### config.mk
export PLATFORM = sky130hd
export DESIGN_NAME = pic_ram_reader_flat
export DESIGN_NICKNAME = d
export VERILOG_FILES = /design/src/rtl/pic_ram_reader_pkg.sv /design/src/rtl/pic_ram_reader_if.sv /design/src/rtl/pic_ram_reader_sync_fifo.sv /design/src/rtl/pic_ram_reader.sv /design/src/flat_wrapper.sv
export SDC_FILE = /design/constraint.sdc
export NUM_CORES = 1
export LEC_CHECK = 0
export ABC_AREA = 1
export BUFFER_PORTS_ARGS = -buffer_cell sky130_fd_sc_hd__clkbuf_2
export CAP_MARGIN = 25
export CORE_MARGIN = 5
export CORE_UTILIZATION = 59
export CTS_CLUSTER_DIAMETER = 60
export DETAILED_ROUTE_END_ITERATION = 6
export MAX_ROUTING_LAYER = met4
export PLACE_DENSITY = 0.87
export SETUP_SLACK_MARGIN = 0.4
export SYNTH_ARGS = -nofsm -noshare
export SYNTH_HDL_FRONTEND = slang
export SYNTH_SLANG_ARGS = --single-unit
### constraint.sdc
create_clock -name clk -period 3 [get_ports clk]
set_input_delay 0.3 -clock clk [delete_from_list [all_inputs] [get_ports clk]]
set_output_delay 0.3 -clock clk [all_outputs]
set_load 0.1 [all_outputs]
### src/rtl/pic_ram_reader_pkg.sv
// rtl/pic_ram_reader_pkg.sv - shared sizes, FSM encoding and helpers for the picture RAM reader
package pic_ram_reader_pkg;

   localparam int DEF_NPIX       = 65536;
   localparam int DEF_AW         = 18;
   localparam int DEF_DW         = 24;
   localparam int DEF_RD_LAT     = 1;
   localparam int DEF_FIFO_DEPTH = 4;

   typedef enum logic [1:0] {
      ST_IDLE   = 2'd0,
      ST_STREAM = 2'd1,
      ST_DRAIN  = 2'd2,
      ST_DONE   = 2'd3
   } state_t;

   // Width of an occupancy counter that must also represent the full value.
   function automatic int cnt_w(input int depth);
      return $clog2(depth) + 1;
   endfunction

endpackage

### src/rtl/pic_ram_reader_if.sv
// rtl/pic_ram_reader_if.sv - picture RAM read port plus pixel stream bundle
interface pic_ram_reader_if
   import pic_ram_reader_pkg::*;
#(
   parameter int AW = DEF_AW,
   parameter int DW = DEF_DW
) ();

   logic [DW-1:0] RAM_PIC_Q;
   logic          RAM_PIC_OE;
   logic          RAM_PIC_WE;
   logic [AW-1:0] RAM_PIC_A;
   logic [DW-1:0] pix_data;
   logic          pix_valid;
   logic          pix_ready;
   logic          pix_last;

   // Reader side: drives the RAM read port and sources the pixel stream.
   modport master (
      input  RAM_PIC_Q, pix_ready,
      output RAM_PIC_OE, RAM_PIC_WE, RAM_PIC_A, pix_data, pix_valid, pix_last
   );

   // RAM plus stream sink side.
   modport slave (
      output RAM_PIC_Q, pix_ready,
      input  RAM_PIC_OE, RAM_PIC_WE, RAM_PIC_A, pix_data, pix_valid, pix_last
   );

endinterface

### src/rtl/pic_ram_reader_sync_fifo.sv
// rtl/pic_ram_reader_sync_fifo.sv - first-word fall-through FIFO for returning RAM data
module sync_fifo
   import pic_ram_reader_pkg::*;
#(
   parameter int DW    = DEF_DW,
   parameter int DEPTH = DEF_FIFO_DEPTH
) (
   input  logic                   clk,
   input  logic                   rst,
   input  logic                   push,
   input  logic [DW-1:0]          push_data,
   input  logic                   pop,
   output logic [DW-1:0]          head,
   output logic [$clog2(DEPTH):0] count
);

   localparam int PW = $clog2(DEPTH);
   localparam int CW = cnt_w(DEPTH);

   logic [DW-1:0] mem [DEPTH];
   logic [PW-1:0] wr_ptr;
   logic [PW-1:0] rd_ptr;

   assign head = mem[rd_ptr];

   // Pointer/occupancy update; push and pop together leave count unchanged even when full.
   always_ff @(posedge clk) begin
      if (rst) begin
         wr_ptr <= '0;
         rd_ptr <= '0;
         count  <= '0;
      end else begin
         assert (!(push && !pop && count == CW'(DEPTH)));
         if (push) begin
            mem[wr_ptr] <= push_data;
            wr_ptr      <= wr_ptr + 1'b1;
         end
         if (pop)
            rd_ptr <= rd_ptr + 1'b1;
         case ({push, pop})
            2'b10:   count <= count + 1'b1;
            2'b01:   count <= count - 1'b1;
            default: count <= count;
         endcase
      end
   end

endmodule

### src/rtl/pic_ram_reader.sv
// rtl/pic_ram_reader.sv - streams a full frame back out of the picture RAM after the controller finishes
module pic_ram_reader
   import pic_ram_reader_pkg::*;
#(
   parameter int NPIX       = DEF_NPIX,
   parameter int AW         = DEF_AW,
   parameter int DW         = DEF_DW,
   parameter int RD_LAT     = DEF_RD_LAT,
   parameter int FIFO_DEPTH = DEF_FIFO_DEPTH
) (
   input  logic             clk,
   input  logic             rst,
   input  logic             start,
   pic_ram_reader_if.master bus,
   output logic             busy,
   output logic             frame_done
);

   localparam int            CW        = cnt_w(FIFO_DEPTH);
   localparam logic [AW-1:0] LAST_ADDR = AW'(NPIX - 1);

   state_t          state;
   logic            oe;
   logic [AW-1:0]   addr_q;
   logic [AW-1:0]   rd_addr;
   logic [AW-1:0]   beat_cnt;
   logic [RD_LAT-1:0] dly;
   logic [CW-1:0]   fifo_count;
   logic [DW-1:0]   fifo_head;
   logic            push;
   logic            pop;
   logic            credit_ok;
   logic            last_beat;

   // The read in the OE register is not yet in the delay line but already owns a FIFO slot;
   // a pop this cycle frees one.
   assign credit_ok = (int'(fifo_count) + int'(oe) + $countones(dly)) < (FIFO_DEPTH + int'(pop));

   assign push      = dly[RD_LAT-1];
   assign pop       = bus.pix_valid && bus.pix_ready;
   assign last_beat = (beat_cnt == LAST_ADDR);

   assign bus.pix_valid  = (fifo_count != '0);
   assign bus.pix_data   = bus.pix_valid ? fifo_head : '0;
   assign bus.pix_last   = bus.pix_valid && last_beat;
   assign bus.RAM_PIC_OE = oe;
   assign bus.RAM_PIC_A  = addr_q;
   assign bus.RAM_PIC_WE = 1'b0;

   // Frame sequencing, read issue and status flags.
   always_ff @(posedge clk) begin
      if (rst) begin
         state      <= ST_IDLE;
         oe         <= 1'b0;
         addr_q     <= '0;
         rd_addr    <= '0;
         busy       <= 1'b0;
         frame_done <= 1'b0;
      end else begin
         oe         <= 1'b0;
         frame_done <= 1'b0;
         case (state)
            ST_IDLE: begin
               if (start) begin
                  state   <= ST_STREAM;
                  busy    <= 1'b1;
                  rd_addr <= '0;
               end
            end
            ST_STREAM: begin
               if (credit_ok) begin
                  oe      <= 1'b1;
                  addr_q  <= rd_addr;
                  rd_addr <= rd_addr + 1'b1;
                  if (rd_addr == LAST_ADDR)
                     state <= ST_DRAIN;
               end
            end
            ST_DRAIN: begin
               if (pop && last_beat) begin
                  state      <= ST_DONE;
                  busy       <= 1'b0;
                  frame_done <= 1'b1;
               end
            end
            ST_DONE: begin
               if (!start)
                  state <= ST_IDLE;
            end
            default: state <= ST_IDLE;
         endcase
      end
   end

   // OE delayed by the RAM latency marks the cycle its data is on RAM_PIC_Q.
   always_ff @(posedge clk) begin
      if (rst)
         dly <= '0;
      else
         dly <= RD_LAT'({dly, oe});
   end

   // Accepted-beat counter; restarts whenever the reader is idle.
   always_ff @(posedge clk) begin
      if (rst || state == ST_IDLE)
         beat_cnt <= '0;
      else if (pop)
         beat_cnt <= beat_cnt + 1'b1;
   end

   sync_fifo #(
      .DW    (DW),
      .DEPTH (FIFO_DEPTH)
   ) u_fifo (
      .clk       (clk),
      .rst       (rst),
      .push      (push),
      .push_data (bus.RAM_PIC_Q),
      .pop       (pop),
      .head      (fifo_head),
      .count     (fifo_count)
   );

endmodule

### src/flat_wrapper.sv
// flat-port wrapper written by rule: the top's interface ports become plain ports
module pic_ram_reader_flat import pic_ram_reader_pkg::*;
#(
   parameter int NPIX       = DEF_NPIX,
   parameter int AW         = DEF_AW,
   parameter int DW         = DEF_DW,
   parameter int RD_LAT     = DEF_RD_LAT,
   parameter int FIFO_DEPTH = DEF_FIFO_DEPTH
)
  (clk, rst, start, busy, frame_done, bus_RAM_PIC_Q, bus_pix_ready, bus_RAM_PIC_OE, bus_RAM_PIC_WE, bus_RAM_PIC_A, bus_pix_data, bus_pix_valid, bus_pix_last);
  pic_ram_reader_if #(.AW(AW), .DW(DW)) bus_i ();
  input  logic clk;
  input  logic rst;
  input  logic start;
  output logic busy;
  output logic frame_done;
  input wire logic [$bits(bus_i.RAM_PIC_Q)-1:0] bus_RAM_PIC_Q;
  input wire logic [$bits(bus_i.pix_ready)-1:0] bus_pix_ready;
  output wire logic [$bits(bus_i.RAM_PIC_OE)-1:0] bus_RAM_PIC_OE;
  output wire logic [$bits(bus_i.RAM_PIC_WE)-1:0] bus_RAM_PIC_WE;
  output wire logic [$bits(bus_i.RAM_PIC_A)-1:0] bus_RAM_PIC_A;
  output wire logic [$bits(bus_i.pix_data)-1:0] bus_pix_data;
  output wire logic [$bits(bus_i.pix_valid)-1:0] bus_pix_valid;
  output wire logic [$bits(bus_i.pix_last)-1:0] bus_pix_last;
  assign bus_i.RAM_PIC_Q = bus_RAM_PIC_Q;
  assign bus_i.pix_ready = bus_pix_ready;
  assign bus_RAM_PIC_OE = bus_i.RAM_PIC_OE;
  assign bus_RAM_PIC_WE = bus_i.RAM_PIC_WE;
  assign bus_RAM_PIC_A = bus_i.RAM_PIC_A;
  assign bus_pix_data = bus_i.pix_data;
  assign bus_pix_valid = bus_i.pix_valid;
  assign bus_pix_last = bus_i.pix_last;
  pic_ram_reader #(.NPIX(NPIX), .AW(AW), .DW(DW), .RD_LAT(RD_LAT), .FIFO_DEPTH(FIFO_DEPTH)) u_core (.clk(clk), .rst(rst), .start(start), .bus(bus_i), .busy(busy), .frame_done(frame_done));
endmodule
==> impl_metrics.py <==
metrics = {
    "outcome": {
        "outcome": "completed",
    },
    "clock_tree": {
        "clk_path_buf_depth": 2,
        "cts_tree": "yes",
        "cts_sinks": 165,
        "clock_latency_ns": 0.42,
        "h-tree-depth": 4,
        "clk_pin_slew_ns": 0.07,
        "cts_made_buffers": 17,
        "hold_buffers": 0,
        "cts-root-buf": "clkbuf_16",
    },
    "synth": {
        "synthTopCellsByArea": "edfxtp_1 39%, dfxtp_1 19%, nor2_1 8.6%, nand2_1 5.7%, a21oi_1 5.1%",
        "synthArstFlopShare_pct": 0,
        "synth-main-ff-cell": "edfxtp_1",
        "netlist-cell-type-count": 39,
        "syn_area_um2": 7410,
        "syn-num-nets": 853,
        "yosysWarningCount": 0,
        "yosysTopAreaCell": "edfxtp_1",
        "synth_top_area_share_pct": 38.9,
        "synth-edff-count": 96,
        "synthMostInstantiatedCell": "nor2_1",
        "synth_common_cells": "169 x nor2_1, 113 x nand2_1, 96 x edfxtp_1",
        "synth-seq-cells": 165,
        "ys_seq_area_share_pct": 57.6,
        "syn_avg_cell_area_um2": 9.16,
        "synth_cells": 809,
    },
    "die": {
        "dieWidth_um": 122,
        "die_h_um": 122,
        "die-area_um2": 14900,
        "start_util_pct": 59.4,
        "io_pins": 76,
        "fp.coreArea_um2": 12500,
        "rows": 41,
    },
    "global_route": {
        "grtUsageTotal_pct": 23.6,
        "grt_max_degree": 49,
        "grt_pass1_vias": 5544,
        "overflow": 0,
        "antenna_found_initial": 1,
        "grt_pass1_wl_mm": 26.6,
    },
    "power": {
        "p_clk_share_pct": 30.1,
        "combPwrFrac_pct": 33.8,
        "sw_frac_of_total_pct": 38.8,
        "leakagePower_nw": 3.18,
        "max-vdd-ir-drop_uv": 626,
        "p_seq_share_pct": 36.2,
        "switching_power_mw": 2.76,
        "power-per-cell-area_nw_per_um2": 795,
        "p_int_mw": 4.35,
    },
    "worst_setup_path": {
        "worstPathRequired_ns": 2.70,
        "cp-end-kind": "output pin",
        "slowest_delay_ns": 0.42,
        "cp_cell_sequence": "inv_2 -> nand3_4 -> inv_1 -> buf_4 -> a21oi_1 -> buf_12",
        "critPathMaxFanout": 15,
        "arrival_ns": 2.14,
        "crit_type": "reg -> out",
        "cp_slowest_cell": "dfxtp_1",
        "critPathLaunchType": "flip-flop",
        "path_delay_family": "buffers and inverters",
        "cp_num_buf_inv": 4,
    },
    "sta": {
        "rsz0062_at_grt": "no",
        "clock_skew_ns": 0.00798,
        "holdWs_ns": 0.0914,
        "hold_violations": 0,
        "setup_tns_ns": 0,
        "fmax_mhz": 409,
        "slew_headroom_pct": 60.2,
        "slew_violations": 0,
        "worst_pin_slew_ns": 0.597,
        "setup_violations": 0,
        "min_period_ns": 2.44,
        "timing.final.crit_share_pct": 81.4,
    },
    "worst_hold_path": {
        "hp-class": "in -> reg",
    },
    "routing": {
        "dr.pass1.iters": 6,
        "viasPerCell": 5.42,
        "wl_per_cell_um": 15.2,
        "drc": 0,
        "drt_first_iter_violations": 590,
        "vias": 5830,
        "ant_nets": 0,
        "drt_wl_total_mm": 16.4,
    },
    "placed_design": {
        "place.gp.congestion": 0.923,
        "portBuffers": 74,
        "dp.final_hpwl_mm": 10.5,
    },
    "layout": {
        "fill_cells": 878,
        "drive_above_1_share_pct": 19.1,
        "nNetsFinal": 933,
        "area_growth_pct": 20.8,
    },
    "job": {
        "maxCapViolCount": 0,
    },
}
==> path summary, 6_finish.rpt <==
kind,cells past startpoint,slack (ns),end,startpoint
worst min-delay path,1,0.09,u_core.u_fifo.mem[2][9],bus_RAM_PIC_Q[9]
worst min register to register,2,0.47,u_core.bus.RAM_PIC_A[9],u_core.bus.RAM_PIC_A[9]
worst max register to register,11,0.60,u_core.rd_addr[15],u_core.bus.RAM_PIC_OE
worst max-delay path,6,0.56,bus_pix_data[12],u_core.u_fifo.count[1]
==> registers in the layout, summed over array words and instances (netlist names), named ones only <==
name / cells
u_core.u_fifo.mem: 96
u_core.beat_cnt: 18
u_core.bus.RAM_PIC_A: 18
u_core.rd_addr: 18
u_core.u_fifo.count: 3
u_core.state: 2
u_core.u_fifo.rd_ptr: 2
u_core.u_fifo.wr_ptr: 2
u_core.bus.RAM_PIC_OE: 1
u_core.busy: 1
u_core.dly: 1
u_core.frame_done: 1
==> per-layer routing <==
| metal | vias up | track usage, % | share of wire, % |
|---|---|---|---|
| li1 | 2879 | - | - |
| met1 | 2711 | 27.4 | 40 |
| met4 | 0 | 7.35 | 1.2 |
| met2 | 218 | 40.7 | 52 |
| met3 | 22 | 5.39 | 7.3 |
| met5 | - | - | 0 |
==> through the flow <==
step / utilization (%) / cells / power (mW) / setup WS, ns / instance area [um^2]
CTS: 71.5 / 1071 / 7.12 / 0.439 / 8910
finish: 71.8 / 1075 / 7.11 / 0.557 / 8940
floorplan: - / 809 / 4.38 / 0.0820 / 7410
global placement: 66.6 / 1036 / 4.94 / 0.706 / 8310
detailed placement: 66.6 / 1036 / 4.99 / 0.631 / 8310
global route: 71.8 / 1075 / 7.39 / 0.437 / 8940
==> area by class of cell <==
cell class / instances / area (um^2) / area share, %
sequential: 165 / 4270 / 47.7
multi-input combinational: 552 / 2770 / 30.9
timing repair buffer: 93 / 877 / 9.81
clock buffer: 18 / 429 / 4.80
inverter: 59 / 228 / 2.55
tap: 172 / 215 / 2.41
clock inverter: 14 / 151 / 1.69
timing repair inverter: 1 / 7.51 / 0.0839
antenna: 1 / 2.50 / 0.0280
==> placed cells by master, fill, tap and decap left out, types with 2 or more instances in the layout <==
master,n
nand3_4,2
inv_6,3
nand3_2,3
nor2_2,7
clkinv_1,3
dfxtp_2,2
xnor2_1,2
nand4_1,5
nand2_2,12
xor2_1,10
bufinv_16,2
nor3_1,7
inv_2,5
edfxtp_1,96
buf_12,24
clkinvlp_4,4
nor2_1,165
o21ai_0,71
dfxtp_1,67
nand2_8,2
o31ai_1,2
ha_1,15
nand3_1,36
clkbuf_2,50
inv_1,51
buf_4,18
a21oi_2,11
nand2_1,113
o21bai_1,3
clkbuf_16,17
a21oi_1,75
clkinv_4,3
==> timing repair <==
| item | CTS | global route |
|---|---|---|
| gates cloned | 1 | 0 |
| endpoints found under the setup margin | 21 | 25 |
| setup buffers | 2 | 3 |
| pin swaps | 0 | 1 |
| endpoints found under the hold margin | 0 | 0 |
| resized for setup | 2 | 4 |
==> cells by family after synthesis <==
group / synth area share (%)
AO/OA/AOI/OAI: 11.8
XOR/XNOR: 1.42
adder cells (fa/ha/maj): 2.80
buffers and inverters: 5.27
flip-flops: 57.6
other: 0.0506
AND/OR/NAND/NOR: 21.0
==> power groups by stage <==
stage / registers, mW / clock network, mW / logic (mW)
5_1_grt: 2.58 / 2.26 / 2.55
4_1_cts: 2.57 / 2.16 / 2.40
6_report: 2.57 / 2.14 / 2.40
3_3_place_gp: 2.61 / 0 / 2.33
2_1_floorplan: 2.84 / 0 / 1.54
3_5_place_dp: 2.62 / 0 / 2.37
(Power assumes the default switching activity.)
